### config.mk
export PLATFORM = sky130hd
export DESIGN_NAME = laccp_avg_accum_axis
export DESIGN_NICKNAME = d
export VERILOG_FILES = /design/src/rtl/laccp_avg_accum_axis.sv
export SDC_FILE = /design/constraint.sdc
export NUM_CORES = 1
export LEC_CHECK = 0
export BUFFER_PORTS_ARGS = -buffer_cell sky130_fd_sc_hd__buf_4
export CORE_UTILIZATION = 60
export CTS_CLUSTER_DIAMETER = 60
export DETAILED_ROUTE_END_ITERATION = 16
export PLACE_DENSITY = 0.87
export SYNTH_ARGS = -nofsm -noshare
export SYNTH_HDL_FRONTEND = slang
export SYNTH_SLANG_ARGS = --single-unit
### constraint.sdc
create_clock -name clk -period 6.9 [get_ports clk]
set_input_delay 0.69 -clock clk [delete_from_list [all_inputs] [get_ports clk]]
set_output_delay 0.69 -clock clk [all_outputs]
set_load 0.01 [all_outputs]
### src/rtl/laccp_avg_accum_axis.sv
// laccp_avg_accum_axis
// Windowed accumulator for unsigned measurement samples.
// At each window close it emits {dividend = sum, divisor = count} on an
// AXIS-like hold register that feeds the fixed-point divider directly.
// Accumulation never stalls. A window that closes while the previous result
// is still held (and not being accepted) is dropped, and the sticky overrun
// flag is raised.
module laccp_avg_accum_axis #(
    parameter int DW = 16,
    parameter int SW = 12
) (
    input  logic          clk,
    input  logic          rst,
    input  logic          s_sample_valid,
    input  logic [SW-1:0] s_sample_data,
    input  logic [DW-1:0] cfg_win_len,
    input  logic          flush,
    output logic          m_axis_tvalid,
    input  logic          m_axis_tready,
    output logic [DW-1:0] m_axis_dividend,
    output logic [DW-1:0] m_axis_divisor,
    output logic          m_axis_saturated,
    output logic          overrun,
    input  logic          clr_overrun
);

    localparam logic [DW-1:0] ONE   = DW'(1);
    localparam logic [DW-1:0] ZERO  = '0;
    localparam logic [DW-1:0] MAXV  = '1;

    typedef enum logic {
        EMPTY = 1'b0,
        ACCUM = 1'b1
    } state_t;

    // Accumulator state
    state_t        state_q, state_d;
    logic [DW-1:0] sum_q, sum_d;
    logic [DW-1:0] count_q, count_d;
    logic          sat_q, sat_d;
    logic [DW-1:0] winLen_q, winLen_d;

    // Output hold register
    logic          holdValid_q, holdValid_d;
    logic [DW-1:0] holdDividend_q, holdDividend_d;
    logic [DW-1:0] holdDivisor_q, holdDivisor_d;
    logic          holdSat_q, holdSat_d;
    logic          overrun_q, overrun_d;

    // Values of the window including this cycle's sample, and the close decision
    logic [DW-1:0] sampleExt;
    logic [DW:0]   addResult;
    logic [DW-1:0] windowSum;
    logic [DW-1:0] windowCount;
    logic          windowSat;
    logic          closeWin;
    logic          accept;

    assign sampleExt = DW'(s_sample_data);
    assign addResult = {1'b0, sum_q} + {1'b0, sampleExt};
    assign accept    = holdValid_q & m_axis_tready;

    // Accumulator next state: fold in the sample, then decide whether the window closes
    always_comb begin
        state_d     = state_q;
        sum_d       = sum_q;
        count_d     = count_q;
        sat_d       = sat_q;
        winLen_d    = winLen_q;
        windowSum   = sum_q;
        windowCount = count_q;
        windowSat   = sat_q;
        closeWin    = 1'b0;

        case (state_q)
            EMPTY: begin
                if (s_sample_valid) begin
                    winLen_d    = cfg_win_len;
                    windowSum   = sampleExt;
                    windowCount = ONE;
                    windowSat   = 1'b0;
                    closeWin    = (cfg_win_len == ONE) || (ONE == MAXV) || flush;
                end
            end
            ACCUM: begin
                if (s_sample_valid) begin
                    windowSum   = addResult[DW] ? MAXV : addResult[DW-1:0];
                    windowCount = count_q + ONE;
                    windowSat   = sat_q | addResult[DW];
                    closeWin    = ((winLen_q != ZERO) && (windowCount == winLen_q)) ||
                                  (windowCount == MAXV) || flush;
                end else begin
                    closeWin    = flush;
                end
            end
            default: begin
                state_d = EMPTY;
            end
        endcase

        if (closeWin) begin
            state_d = EMPTY;
            sum_d   = ZERO;
            count_d = ZERO;
            sat_d   = 1'b0;
        end else if (s_sample_valid) begin
            state_d = ACCUM;
            sum_d   = windowSum;
            count_d = windowCount;
            sat_d   = windowSat;
        end
    end

    // Output hold next state: retire accepted beats, load or drop closed windows
    always_comb begin
        holdValid_d    = holdValid_q;
        holdDividend_d = holdDividend_q;
        holdDivisor_d  = holdDivisor_q;
        holdSat_d      = holdSat_q;
        overrun_d      = overrun_q;

        if (accept) begin
            holdValid_d = 1'b0;
        end

        if (clr_overrun) begin
            overrun_d = 1'b0;
        end

        if (closeWin) begin
            if (!holdValid_q || accept) begin
                holdValid_d    = 1'b1;
                holdDividend_d = windowSum;
                holdDivisor_d  = windowCount;
                holdSat_d      = windowSat;
            end else begin
                overrun_d = 1'b1;
            end
        end
    end

    // Accumulator registers
    always_ff @(posedge clk or posedge rst) begin
        if (rst) begin
            state_q  <= EMPTY;
            sum_q    <= '0;
            count_q  <= '0;
            sat_q    <= 1'b0;
            winLen_q <= '0;
        end else begin
            state_q  <= state_d;
            sum_q    <= sum_d;
            count_q  <= count_d;
            sat_q    <= sat_d;
            winLen_q <= winLen_d;
        end
    end

    // Output hold and overrun registers
    always_ff @(posedge clk or posedge rst) begin
        if (rst) begin
            holdValid_q    <= 1'b0;
            holdDividend_q <= '0;
            holdDivisor_q  <= '0;
            holdSat_q      <= 1'b0;
            overrun_q      <= 1'b0;
        end else begin
            holdValid_q    <= holdValid_d;
            holdDividend_q <= holdDividend_d;
            holdDivisor_q  <= holdDivisor_d;
            holdSat_q      <= holdSat_d;
            overrun_q      <= overrun_d;
        end
    end

    assign m_axis_tvalid    = holdValid_q;
    assign m_axis_dividend  = holdDividend_q;
    assign m_axis_divisor   = holdDivisor_q;
    assign m_axis_saturated = holdSat_q;
    assign overrun          = overrun_q;

endmodule

[Word level (Yosys, flattened, before mapping)]
Index checks and enable logic that the tools add are counted.
Word-level totals
  register bits after elaboration: 85
  RAM bits: 0
  memories kept: 0
  output and inout port bits: 35
  latch bits: 0
  logic and storage cells: 55
  bits in read-only memories: 0
Cells by class
  order comparisons: 0
  add/sub/neg operators: 2
  eq/ne operators: 3
  multipliers: 0
  div/mod/pow operators: 0
  muxes and demuxes: 27
  reduce and logical (&&, ||, !) cells: 10
  shift operators: 0
  bitwise gates (word level): 3
Operators with widths (number)
  $mux W16: 9
  $pmux W16 S2: 2
  $add A16 B12 Y17: 1
  $add A16 B1 Y16 const B: 1
  $eq A16 B1 Y1 const B: 1
  $eq A16 B16 Y1: 1
  $eq A16 B16 Y1 const B: 1
  $reduce_bool A16 Y1: 1
  $mux W1: 14
  $logic_or A1 B1 Y1: 4
  $pmux W1 S2: 2
  $reduce_and A2 Y1: 2
  $reduce_bool A2 Y1: 1
  $and A1 B1 Y1: 1
  $logic_and A1 B1 Y1: 1
  $logic_not A1 Y1: 1
  $not A1 Y1: 1
  $or A1 B1 Y1: 1

[Depth between registers and ports, before layout]
  word-level depth: 8
  gate-level depth with buffers: 12
  mapped depth without buffers: 9

[Least setup slack after synthesis]
No wires, ideal clock.
  path type: input-to-reg
  start point: input s_sample_data[0]
  end point: register holdDividend_q[11], in the netlist m_axis_dividend[11]
  library setup time: 127 ps
  path buffers: 1
  stages: 10
  required time: 6773 ps
  arrival: 3278 ps
  setup slack: 3495 ps
  cells stage by stage: ha_1 -> fa_1 -> a21o_1 -> a41oi_1 -> a21oi_1 -> o311ai_0 -> a21o_1 -> clkbuf_1 -> a31oi_1 -> mux2_1
On the way
  longest elaborated chain between the ends: 4
RTL lines
  start, declared: RTL line 15  | input logic [SW-1:0] s_sample_data,
  $add A16 B12 Y17: RTL line 60  | assign addResult = {1'b0, sum_q} + {1'b0, sampleExt};
  $mux W16: RTL line 87  | windowSum = addResult[DW] ? MAXV : addResult[DW-1:0];
  $mux W16: RTL line 86  | if (s_sample_valid) begin
  $pmux W16 S2: RTL line 75  | case (state_q)
  end signal, assigned: RTL line 169  | holdDividend_q <= holdDividend_d;
  end, declared: RTL line 45  | logic [DW-1:0] holdDividend_q, holdDividend_d;
No other way between the ends.
A chain may end at the register's enable or synchronous reset.

[Worst setup path after layout]
  start point: register count_q[0]
  end point: register sum_q[14]
On the way
  longest elaborated chain between the ends: 8
RTL lines
  start, declared: RTL line 39  | logic [DW-1:0] count_q, count_d;
  start signal, assigned: RTL line 153  | count_q <= count_d;
  $add A16 B1 Y16 *: RTL line 88  | windowCount = count_q + ONE;
  $eq A16 B16 Y1: RTL line 90  | closeWin = ((winLen_q != ZERO) && (windowCount == winLen_q)) ||
  $logic_and A1 B1 Y1: RTL line 90
  $logic_or A1 B1 Y1 *: RTL line 90
  $logic_or A1 B1 Y1 *: RTL line 91  | (windowCount == MAXV) || flush;
  $mux W1 *: RTL line 86
  $pmux W1 S2 *: RTL line 75
  $mux W16 or $reduce_bool A2 Y1 (tied branches)
  end signal, assigned: RTL line 152  | sum_q <= sum_d;
  end, declared: RTL line 38  | logic [DW-1:0] sum_q, sum_d;
Every way passes the cells marked *; elsewhere a longest branch is shown, timed or not.

==> reports/summary.txt <==
Post-Syn Area -> 0.00529 mm2
Largest net degree at the start of global routing -> 86
Post-route antenna net violation count -> 0
HP Class -> register to register
Synth warn -> 0
First-pass GRT wire length -> 22.9 mm
Reg power frac -> 45.1%
Setup crit start kind -> register
Clock-pin slew on the worst setup and hold paths -> 0.10 ns
TritonCTS clock tree -> yes
Drt first pass iters -> 5
Cells after Synth -> 584
Die Ht -> 95.9 um
Non-filler cells, final -> 736
Clock Power Share -> 28.6%
Synthesized area per cell -> 9.05 um2
Area added between synthesis and finish -> 12.8%
Post-synth top area share -> 40.2%
DRT iter0 DRCs -> 302
Worst setup path class -> register to register
Max Slew Vio Count -> 0
Antenna Cells -> 0
FILL cells -> 670
Synth top area cells -> dfrtp_1 (40%), nand2_1 (6.2%), mux2_1 (3.6%)
DRT Wirelength -> 14.0 mm
Crit path DAT -> 4.10 ns
Leak -> 2.68 nW
Net Sw Frac -> 34.3%
PD cells -> 228 mW/mm2
Placed cell count -> 720
Post-route minimum period -> 3.91 ns
Worst path cell trace -> ha_1 -> inv_1 -> or3_1 -> o2111a_1 -> a2111oi_0 -> nand4_1 -> o21ai_2 -> buf_4 -> nor3_1
CP max FO -> 20
Max Cap Viol -> 0
Number of buffers added on ports -> 68
Crit-path max cell delay -> 0.66 ns
Synth Register Bits -> 85
Site row count -> 33
HPWL Detailed -> 10.1 mm
Via count -> 4789
CTS sink count -> 85
Nature of the critical path endpoint -> register
CP top delay family -> compound AO/OA/AOI/OAI gates
Most frequent cells after synthesis -> nand2_1 (87), dfrtp_1 (85), a21oi_1 (33)
Sequential share of the synthesized area -> 40.2%
Slowest cell on the critical path -> o21ai_2
CTS resizes -> 0
Routed length per placed instance -> 19.1 um
Core area -> 0.00838 mm2
Clk root buf -> clkbuf_8
Final period util -> 56.6%
Least-Margin Pin Slew -> 1.18 ns
# H-tree levels -> 3
Maximum vdd ir drop -> 192 uV
Setup Skew -> 0.0121 ns
Slew headroom -> 21.3%
EDFF count, synth -> 0
Vias in the first global route -> 4525
Status -> finished, final reports clean
Die area -> 0.00919 mm2
Comb pwr share -> 26.3%
Post-synthesis async set-or-reset flop share -> 100%
Gp weighted congestion -> 0.923
I/O pins -> 69
CTS Buf Count -> 9
Hold Fails Final Rpt -> 0
Crit path buf inv count -> 2
Vias per inst -> 6.51
Crit path required time -> 7.10 ns
Int Power -> 0.891 mW
DRC viols -> 0
Top cell type by total area after synthesis -> dfrtp_1
Grt total ovfl -> 0
Count leader, synth -> nand2_1
Setup-failing EPs final -> 0
F_max -> 256 MHz
Ys flop type -> dfrtp_1
Clk buf depth -> 2
Sw Pwr -> 0.466 mW
Number of antenna violations at the first check in global routing -> 1
Starting Density -> 63.1%
Die W -> 95.9 um
Mapped Nets -> 634
Final setup TNS -> 0 ns
Postcts setup bufs -> 0
Layout Nets -> 676
Hold_buf cts -> 0
Worst skew pair latency -> 0.36 ns
Unrepaired setup endpoints after global routing -> false
Unique masters post-synth -> 68
GRT Total Usage -> 32.9%
Share of layout cells above drive strength 1 -> 15.8%
==> final cells by class <==
cell class / count / area [um2] / area share, %
repair buffers: 71 / 533 / 8.94
inverters: 16 / 61.3 / 1.03
well taps: 105 / 131 / 2.20
flip-flops and latches: 85 / 2130 / 35.7
multi-input cells: 443 / 2890 / 48.5
clock buffers: 9 / 124 / 2.08
clock inverters: 7 / 91.3 / 1.53
==> through the flow <==
| step | power [mW] | hold WS (ns) | instance area (um2) | setup WS (ns) | utilization, % |
|---|---|---|---|---|---|
| after global placement | 0.955 | 0.470 | 5750 | 3.14 | 68.5 |
| after detailed placement | 0.971 | 0.477 | 5750 | 3.02 | 68.5 |
| final | 1.36 | 0.495 | 5960 | 2.99 | 71.1 |
| after floorplan | 0.845 | 0.471 | 5290 | 3.49 | - |
| after CTS | 1.36 | 0.499 | 5960 | 3.01 | 71.1 |
| after global routing | 1.43 | 0.515 | 5960 | 2.67 | 71.1 |
==> layer usage <==
metal	wire length [um]	part of all wire [%]	GRT usage (%)	vias to the layer above
met2	6320	45	49.2	178
li1	-	-	-	2237
met3	871	6.2	6.08	34
met5	13	0.093	0	-
met1	6490	46	48.0	2338
met4	336	2.4	11.4	2
==> power by group through the flow <==
stage / sequential [mW] / clock, mW / combinational, mW
2_1_floorplan: 0.611 / 0 / 0.234
3_3_place_gp: 0.616 / 0 / 0.338
3_5_place_dp: 0.620 / 0 / 0.351
4_1_cts: 0.611 / 0.391 / 0.354
5_1_grt: 0.620 / 0.417 / 0.393
6_report: 0.612 / 0.388 / 0.357
==> worst paths after layout <==
path	startpoint	to	slack [ns]	depth (start not counted)
worst max register to register	count_q[0]	sum_q[14]	2.99	9
worst min-delay path	m_axis_divisor[9]	m_axis_divisor[9]	0.50	1
min in group asynchronous	rst	m_axis_dividend[11]	0.66	3
worst max-delay path	count_q[0]	sum_q[14]	2.99	9
worst min register to register	m_axis_divisor[9]	m_axis_divisor[9]	0.50	1
max in group asynchronous	rst	winLen_q[7]	5.54	3
==> state kept, by name, indices dropped and copies added, names as in the netlist <==
name and cells:
count_q 16, m_axis_dividend 16, m_axis_divisor 16, sum_q 16
winLen_q 16, m_axis_saturated 1, m_axis_tvalid 1, overrun 1
sat_q 1, state_q 1
==> cell usage in the layout (no fill, tap or decap), types with 9 or more instances in the layout <==
cell       n
nand3_1   15
clkbuf_8   9
nand2_1   87
o21ai_0   20
nor2_1    28
buf_4     71
nor3_1    15
inv_1     14
ha_1      15
nand4_1    9
xor2_1    11
a21oi_1   33
nor2b_1   16
xnor2_1   15
a31oi_1   18
mux2_1    17
nor4_1    13
dfrtp_1   85
==> cell families after synthesis <==
logic type | Yosys count | share of synthesized area [%]
mux | 24 | 4.97
xor+xnor | 27 | 4.76
compound gates | 157 | 20.5
flops | 85 | 40.2
fa+ha+maj | 16 | 3.93
simple gates | 219 | 20.6
buf+inv | 56 | 5.02
Note: power is estimated with default switching activity, not from simulation.
